### config.mk
export PLATFORM = sky130hd
export DESIGN_NAME = pc_sequencer
export DESIGN_NICKNAME = d
export VERILOG_FILES = /design/src/rtl/pc_sequencer.sv
export SDC_FILE = /design/constraint.sdc
export NUM_CORES = 1
export LEC_CHECK = 0
export CAP_MARGIN = 15
export CORE_ASPECT_RATIO = 1.2
export CORE_MARGIN = 5
export CORE_UTILIZATION = 39
export DETAILED_ROUTE_END_ITERATION = 12
export HOLD_SLACK_MARGIN = 0.06
export PLACE_DENSITY_LB_ADDON = 0.12
export SLEW_MARGIN = 20
export SYNTH_ARGS = -nofsm -noshare
export SYNTH_HDL_FRONTEND = slang
export SYNTH_SLANG_ARGS = --single-unit
### constraint.sdc
create_clock -name clk -period 1.98 [get_ports clk]
set_input_delay 0.297 -clock clk [delete_from_list [all_inputs] [get_ports clk]]
set_output_delay 0.297 -clock clk [all_outputs]
set_load 0.05 [all_outputs]
### src/rtl/pc_sequencer.sv
// Fetch-stage PC sequencer: picks the next PC and runs the instruction-memory handshake.
// Optional macro PC_SEQ_MISALIGN_FAULT_EN turns misaligned redirects into a FAULT state.
module pc_sequencer #(
    parameter int              XLEN         = 32,
    parameter logic [XLEN-1:0] RESET_VECTOR = {XLEN{1'b0}}
) (
    input  logic            clk,
    input  logic            reset,
    input  logic [XLEN-1:0] pc,
    output logic [XLEN-1:0] pc_new,
    output logic            pc_en,
    input  logic            stall_f,
    input  logic            redirect_valid,
    input  logic [XLEN-1:0] redirect_target,
    input  logic            trap_valid,
    input  logic [XLEN-1:0] trap_vector,
    output logic            imem_req,
    output logic [XLEN-1:0] imem_addr,
    input  logic            imem_gnt,
    input  logic            imem_rvalid,
    input  logic [XLEN-1:0] imem_rdata,
    output logic            instr_valid,
    output logic [XLEN-1:0] instr,
    output logic [XLEN-1:0] instr_pc,
    output logic            fetch_misaligned
);

`ifdef PC_SEQ_MISALIGN_FAULT_EN
    typedef enum logic [2:0] {S_BOOT = 3'd0, S_REQ = 3'd1, S_WAIT = 3'd2, S_HOLD = 3'd3, S_FAULT = 3'd4} state_t;
`else
    typedef enum logic [1:0] {S_BOOT = 2'd0, S_REQ = 2'd1, S_WAIT = 2'd2, S_HOLD = 2'd3} state_t;
`endif

    state_t          state_r, state_s;
    logic            pend_valid_r, pend_valid_s;
    logic            pend_trap_r, pend_trap_s;
    logic [XLEN-1:0] pend_target_r, pend_target_s;
    logic [XLEN-1:0] buf_instr_r, buf_instr_s;
    logic [XLEN-1:0] buf_pc_r, buf_pc_s;
    logic            eff_valid_s, eff_trap_s;
    logic [XLEN-1:0] eff_target_s, redir_target_s;
    logic            resolve_s, misaligned_s;
    logic            pc_en_s, imem_req_s, instr_valid_s;
    logic [XLEN-1:0] pc_new_s, instr_s, instr_pc_s;

`ifdef PC_SEQ_MISALIGN_FAULT_EN
    assign redir_target_s = redirect_target;
`else
    assign redir_target_s = redirect_target & ~(XLEN'(32'd3));
`endif

    // Merge incoming redirect with the pending one: trap wins, a redirect never displaces a trap.
    always_comb begin
        if (trap_valid) begin
            eff_valid_s  = 1'b1;
            eff_trap_s   = 1'b1;
            eff_target_s = trap_vector;
        end else if (redirect_valid && !(pend_valid_r && pend_trap_r)) begin
            eff_valid_s  = 1'b1;
            eff_trap_s   = 1'b0;
            eff_target_s = redir_target_s;
        end else begin
            eff_valid_s  = pend_valid_r;
            eff_trap_s   = pend_trap_r;
            eff_target_s = pend_target_r;
        end
    end

    // Next-state, PC policy and fetch outputs.
    always_comb begin
        state_s       = state_r;
        pend_valid_s  = pend_valid_r;
        pend_trap_s   = pend_trap_r;
        pend_target_s = pend_target_r;
        buf_instr_s   = buf_instr_r;
        buf_pc_s      = buf_pc_r;
        pc_en_s       = 1'b0;
        pc_new_s      = pc + XLEN'(32'd4);
        imem_req_s    = 1'b0;
        instr_valid_s = 1'b0;
        instr_s       = {XLEN{1'b0}};
        instr_pc_s    = {XLEN{1'b0}};
        misaligned_s  = 1'b0;
        resolve_s     = 1'b0;
        case (state_r)
            S_BOOT: begin
                pc_en_s      = 1'b1;
                pc_new_s     = RESET_VECTOR;
                pend_valid_s = 1'b0;
                state_s      = S_REQ;
            end
            S_REQ: begin
                imem_req_s    = 1'b1;
                pend_valid_s  = eff_valid_s;
                pend_trap_s   = eff_trap_s;
                pend_target_s = eff_target_s;
                if (imem_gnt) begin
                    state_s = S_WAIT;
                end else begin
                    state_s = S_REQ;
                end
            end
            S_WAIT: begin
                if (!imem_rvalid) begin
                    pend_valid_s  = eff_valid_s;
                    pend_trap_s   = eff_trap_s;
                    pend_target_s = eff_target_s;
                end else if (eff_valid_s) begin
                    resolve_s = 1'b1;
                end else if (!stall_f) begin
                    instr_valid_s = 1'b1;
                    instr_s       = imem_rdata;
                    instr_pc_s    = pc;
                    pc_en_s       = 1'b1;
                    state_s       = S_REQ;
                end else begin
                    buf_instr_s = imem_rdata;
                    buf_pc_s    = pc;
                    state_s     = S_HOLD;
                end
            end
            S_HOLD: begin
                if (eff_valid_s) begin
                    resolve_s = 1'b1;
                end else begin
                    instr_valid_s = 1'b1;
                    instr_s       = buf_instr_r;
                    instr_pc_s    = buf_pc_r;
                    if (!stall_f) begin
                        pc_en_s = 1'b1;
                        state_s = S_REQ;
                    end else begin
                        state_s = S_HOLD;
                    end
                end
            end
`ifdef PC_SEQ_MISALIGN_FAULT_EN
            S_FAULT: begin
                if (trap_valid) begin
                    pc_en_s  = 1'b1;
                    pc_new_s = trap_vector;
                    state_s  = S_REQ;
                end else begin
                    state_s = S_FAULT;
                end
            end
`endif
            default: state_s = S_BOOT;
        endcase
        // A resolved redirect drops any response/buffer and loads the target.
        if (resolve_s) begin
            pend_valid_s = 1'b0;
            pend_trap_s  = 1'b0;
`ifdef PC_SEQ_MISALIGN_FAULT_EN
            if (!eff_trap_s && (eff_target_s[1:0] != 2'b00)) begin
                misaligned_s = 1'b1;
                state_s      = S_FAULT;
            end else begin
                pc_en_s  = 1'b1;
                pc_new_s = eff_target_s;
                state_s  = S_REQ;
            end
`else
            pc_en_s  = 1'b1;
            pc_new_s = eff_target_s;
            state_s  = S_REQ;
`endif
        end else begin
            misaligned_s = misaligned_s;
        end
    end

    // Outputs are quiet while reset is held, except the reset vector on pc_new.
    always_comb begin
        if (reset) begin
            pc_en            = 1'b0;
            pc_new           = RESET_VECTOR;
            imem_req         = 1'b0;
            imem_addr        = {XLEN{1'b0}};
            instr_valid      = 1'b0;
            instr            = {XLEN{1'b0}};
            instr_pc         = {XLEN{1'b0}};
            fetch_misaligned = 1'b0;
        end else begin
            pc_en            = pc_en_s;
            pc_new           = pc_new_s;
            imem_req         = imem_req_s;
            imem_addr        = pc;
            instr_valid      = instr_valid_s;
            instr            = instr_s;
            instr_pc         = instr_pc_s;
            fetch_misaligned = misaligned_s;
        end
    end

    // State, pending-redirect and hold-buffer registers.
    always_ff @(posedge clk) begin
        if (reset) begin
            state_r       <= S_BOOT;
            pend_valid_r  <= 1'b0;
            pend_trap_r   <= 1'b0;
            pend_target_r <= {XLEN{1'b0}};
            buf_instr_r   <= {XLEN{1'b0}};
            buf_pc_r      <= {XLEN{1'b0}};
        end else begin
            state_r       <= state_s;
            pend_valid_r  <= pend_valid_s;
            pend_trap_r   <= pend_trap_s;
            pend_target_r <= pend_target_s;
            buf_instr_r   <= buf_instr_s;
            buf_pc_r      <= buf_pc_s;
        end
    end

endmodule
# Word-level counts from Yosys, hierarchy flattened
# Index checks and enable logic that the tools add are counted.
[totals]
regBits = 100
in_bits = 135
out_inout_bits = 132
elab_cells = 73
[classes]
n_addsub = 1
eq_ne = 6
muxes = 48
bitwise_logic = 1
reduce_logical = 10
[ops]
columns = ["cell", "n"]
rows = [
  ["$mux 32", 17],
  ["$pmux 32 s2", 3],
  ["$add 32x3->32 const B", 1],
  ["$mux 1", 18],
  ["$mux 2", 4],
  ["$pmux 2 s4", 1],
  ["$pmux 1 s2", 3],
  ["$pmux 1 s3", 2],
  ["$eq 2x2->1 const B", 2],
  ["$ne 2x2->1 const B", 2],
  ["$reduce_and 2->1", 2],
  ["$reduce_and 4->1", 1],
  ["$ne 3x3->1 const B", 1],
  ["$reduce_bool 3->1", 1],
  ["$eq 2x1->1 const B", 1],
  ["$logic_and 1x1->1", 2],
  ["$logic_not 2->1", 1],
  ["$reduce_bool 2->1", 1],
  ["$reduce_or 2->1", 1],
  ["$logic_not 1->1", 1],
  ["$not 1->1", 1],
]

# Longest topological paths before layout
[depth]
depth_word = 10
depth_mapped = 9
ltp_nobuf = 7

# Worst setup path after synthesis
# No wires, ideal clock.
[synth_timing]
kind = "reg2out"
startpoint = "register state_r[0]"
endpoint = "output pc_new[11]"
arrival_ps = 2866
t_required_ps = 1683
path_slack_ps = -1183
stages_incl_launch_ff = 10
n_path_buf = 3
path_cell_list = "dfxtp_1 inv_1 ha_1 buf_2 a21oi_1 o21bai_1 or2_2 buf_2 clkbuf_1 o21ai_0"
[synth_via]
elab_chain_cells = 4
word_cells_on_any_way = 7
cone_classes = "2 x eq/ne; 4 x mux; 1 x reduce/logical"
[synth_lines]
columns = ["item", "line", "source"]
rows = [
  ["start, declared", "34", "state_t state_r, state_s;"],
  ["start signal, assigned", "206", "state_r <= state_s;"],
  ["$eq 2x2->1 / $logic_not 2->1 (equally long branches)", "85", "case (state_r)"],
  ["$pmux 1 s2 / $mux 32 (equally long branches)", "85", ""],
  ["$mux 32 *", "151", "if (resolve_s) begin"],
  ["$mux 32 *", "175", "if (reset) begin"],
  ["end, declared", "10", "output logic [XLEN-1:0] pc_new,"],
]
# Mark *: on every way between the ends. The rest lies on a longest branch, timed or not.

# Final worst setup path
# Ends and elaborated chain as after synthesis.

==> results.py <==
metrics = {
    "synthesis": {
        "yosys_warnings": 0,
        "synth_edf_count": 0,
        "seq_area_frac_synth": 0.321,
        "synth_seq_cells": 100,
        "async_reset_ff_frac": 0,
        "synth_nets": 1011,
        "synth_ff_type": "dfxtp_1",
        "ys_types": 46,
        "syn_area_per_cell_um2": 7.16,
        "syn_inst": 870,
        "syn_area_um2": 6230,
    },
    "route": {
        "vias": 8415,
        "drc": 0,
        "ant_nets": 0,
        "drtIter0Drc": 676,
        "routedWlPerCell_um": 23.3,
        "first_pass_iters": 5,
        "vias_per_cell": 5.88,
        "drt-total-wl_um": 33400,
    },
    "place": {
        "io_buffer_count": 263,
        "dpl_cell_area_um2": 12100,
        "place.detailed.hpwl_um": 19900,
        "place_congestion": 0.930,
        "pre_cts_slack_ns": -0.594,
    },
    "min_path": {
        "hold_path_class": "register to register",
        "holdPathStages": 2,
    },
    "pwr": {
        "ir_drop_mv": 0.341,
        "power.total_mw": 5.83,
        "leakage_nw": 4.82,
        "power_density_nw_per_um2": 426,
    },
    "run": {
        "drv_cap": 0,
    },
    "finish": {
        "final_util": 0.874,
        "final_layout_size_suffix_gt1_frac": 0.452,
        "areaGrowthSynthToFinish_pct": 120,
        "seq_area_um2": 2010,
        "n_fill_cell": 756,
        "multiInputGateArea_um2": 5530,
        "nets": 1356,
        "final_area_um2": 13700,
    },
    "floorplanning": {
        "dieHeight_um": 148,
        "rows": 50,
        "die_w_um": 125,
        "initial_core_util": 0.398,
        "die-area_um2": 18600,
        "pin_count": 267,
        "design.core.area_um2": 15600,
    },
    "clocking": {
        "numCtsBuffers": 9,
        "ctsHoldBuffers": 0,
        "clock_latency_ns": 0.37,
        "cts_root_buffer": "clkbuf_16",
        "cts_tree": "yes",
        "clkTransAtPathRegs_ns": 0.07,
        "clk_path_buf_depth": 2,
        "cts_sinks": 100,
        "htreeDepth": 3,
    },
    "grt": {
        "grt_pass1_wl_um": 47800,
        "grt_max_degree": 49,
        "antenna_found_initial": 2,
        "grt_pass1_vias": 8432,
        "track_usage": 0.321,
        "grt-ovfl-total": 0,
    },
    "sta": {
        "whs_ns": 0.470,
        "period_needed_ns": 2.45,
        "clock.fmax_mhz": 409,
        "drv_slew": 0,
        "setup_viol": 98,
        "tightest_slew_ns": 0.630,
        "grt_setup_unrepaired": "yes",
        "setup_ws_ns": -0.467,
        "finalCritPeriodShare": 1.24,
        "slew_headroom": 0.580,
        "hold_violations": 0,
        "skew_ns": 0.0102,
    },
    "setup_path": {
        "worst_setup_path_start_kind": "register",
        "worstRegToRegCells": 7,
        "crit_fanout": 6,
        "required_ns": 1.68,
        "arrival_ns": 2.15,
        "worstSetupPathType": "register to primary output",
        "end_kind": "primary output",
    },
    "status": {
        "outcome": "finished, violations left",
        "violations": "setup timing",
    },
}
-- report_power, final --
group | internal, mW | total [mW] | switching, mW
combinational | 0.937 | 2.01 | 1.07
clock | 0.852 | 1.70 | 0.850
sequential | 2.07 | 2.12 | 0.0476
total | 3.86 | 5.83 | 1.97
-- per-stage QoR --
| step | std cells | setup TNS (ns) |
|---|---|---|
| 6_report | 1432 | -37.38 |
| 5_1_grt | 1430 | -45.06 |
| 4_1_cts | 1420 | -31.00 |
| 3_5_place_dp | 1383 | -66.62 |
| 3_3_place_gp | 1383 | -64.01 |
| 2_1_floorplan | 870 | -7.57 |
-- state kept, by name, indices dropped and copies added (netlist names) --
signal / count
pend_target_r: 32
buf_instr_r: 32
pend_valid_r: 1
pend_trap_r: 1
state_r: 2
buf_pc_r: 32
-- metal layers --
metal / vias up / GRT usage / wire length [um]
met5: - / 0 / 0
met4: 0 / 0.130 / 1900
met3: 139 / 0.0858 / 2720
met2: 485 / 0.586 / 17200
met1: 4079 / 0.354 / 11600
li1: 3712 / - / -
-- final cells by class --
class,count,share of cell area
Timing Repair Buffer,411,0.407
Multi-Input combinational cell,684,0.404
Clock buffer,10,0.0167
Tap cell,208,0.0190
Clock inverter,6,0.00302
Sequential cell,100,0.147
Inverter,9,0.00265
Antenna cell,4,0.000732
-- cell usage after synthesis, drive strengths merged (2+ instances only) --
library cell	number	area (um^2)
o22ai	3	18.8
and4	5	43.8
o21bai	2	15.0
ha	6	75.1
a22oi	65	488
a22o	26	228
o21ai	60	300
buf	37	234
nor2	82	308
o211ai	4	30.0
xor2	5	43.8
nand4	6	50.0
a21oi	78	390
mux2i	31	310
nand3	7	35.0
xnor2	22	193
nor2b	31	194
and2	2	12.5
dfxtp	100	2000
a211oi	2	15.0
nor3	13	92.6
nor3b	3	22.5
nand2	209	785
or3	3	18.8
clkbuf	42	158
and3	2	12.5
inv	9	33.8
nor4	6	52.6
-- cells in the final DEF, fill, tap and decap left out, types with 12 or more instances in the layout --
cell type and n:
a21oi_1 74, mux2i_1 23, dlygate4sd2_1 26, buf_6 17, o21ai_4 27, buf_12 153, a22o_1 26, o21ai_1 14
nor2_4 70, clkdlybuf4s50_1 104, a22oi_2 64, dfxtp_1 97, nor2b_1 31, nand2_1 202, o21ai_2 13, buf_4 96
clkbuf_16 12
-- cells by family after synthesis --
| family | share of synthesized area |
|---|---|
| compound gates | 0.246 |
| xor+xnor | 0.0380 |
| fa+ha+maj | 0.0121 |
| buf+inv | 0.0683 |
| flops | 0.321 |
| mux | 0.0498 |
| other cells | 0.000602 |
| simple gates | 0.264 |
-- repair_timing --
action                                  in CTS  in global routing
pin swaps                                   56                 43
hold endpoints to repair                     0                  0
cloned                                       7                  4
setup buffers                               14                  7
endpoints found under the setup margin     123                126
gates resized for setup                    187                 52
-- worst max-delay path, cell delays in order (launching register included) --
cell,delay [ns]
dfxtp_4,0.39
inv_4,0.05
ha_4,0.17
a21oi_4,0.18
o21bai_4,0.10
or2_4,0.28
buf_12,0.15
buf_16,0.15
o21ai_4,0.17
buf_12,0.15
-- path summary, 6_finish.rpt --
check             slack, ns         endpoint            start
setup reg to reg       0.03     buf_pc_r[23]     pend_valid_r
hold / removal         0.47  buf_instr_r[12]  buf_instr_r[12]
setup / recovery      -0.47       pc_new[11]       state_r[0]
hold reg to reg        0.47  buf_instr_r[12]  buf_instr_r[12]
Power figures use the tool's default switching activity.
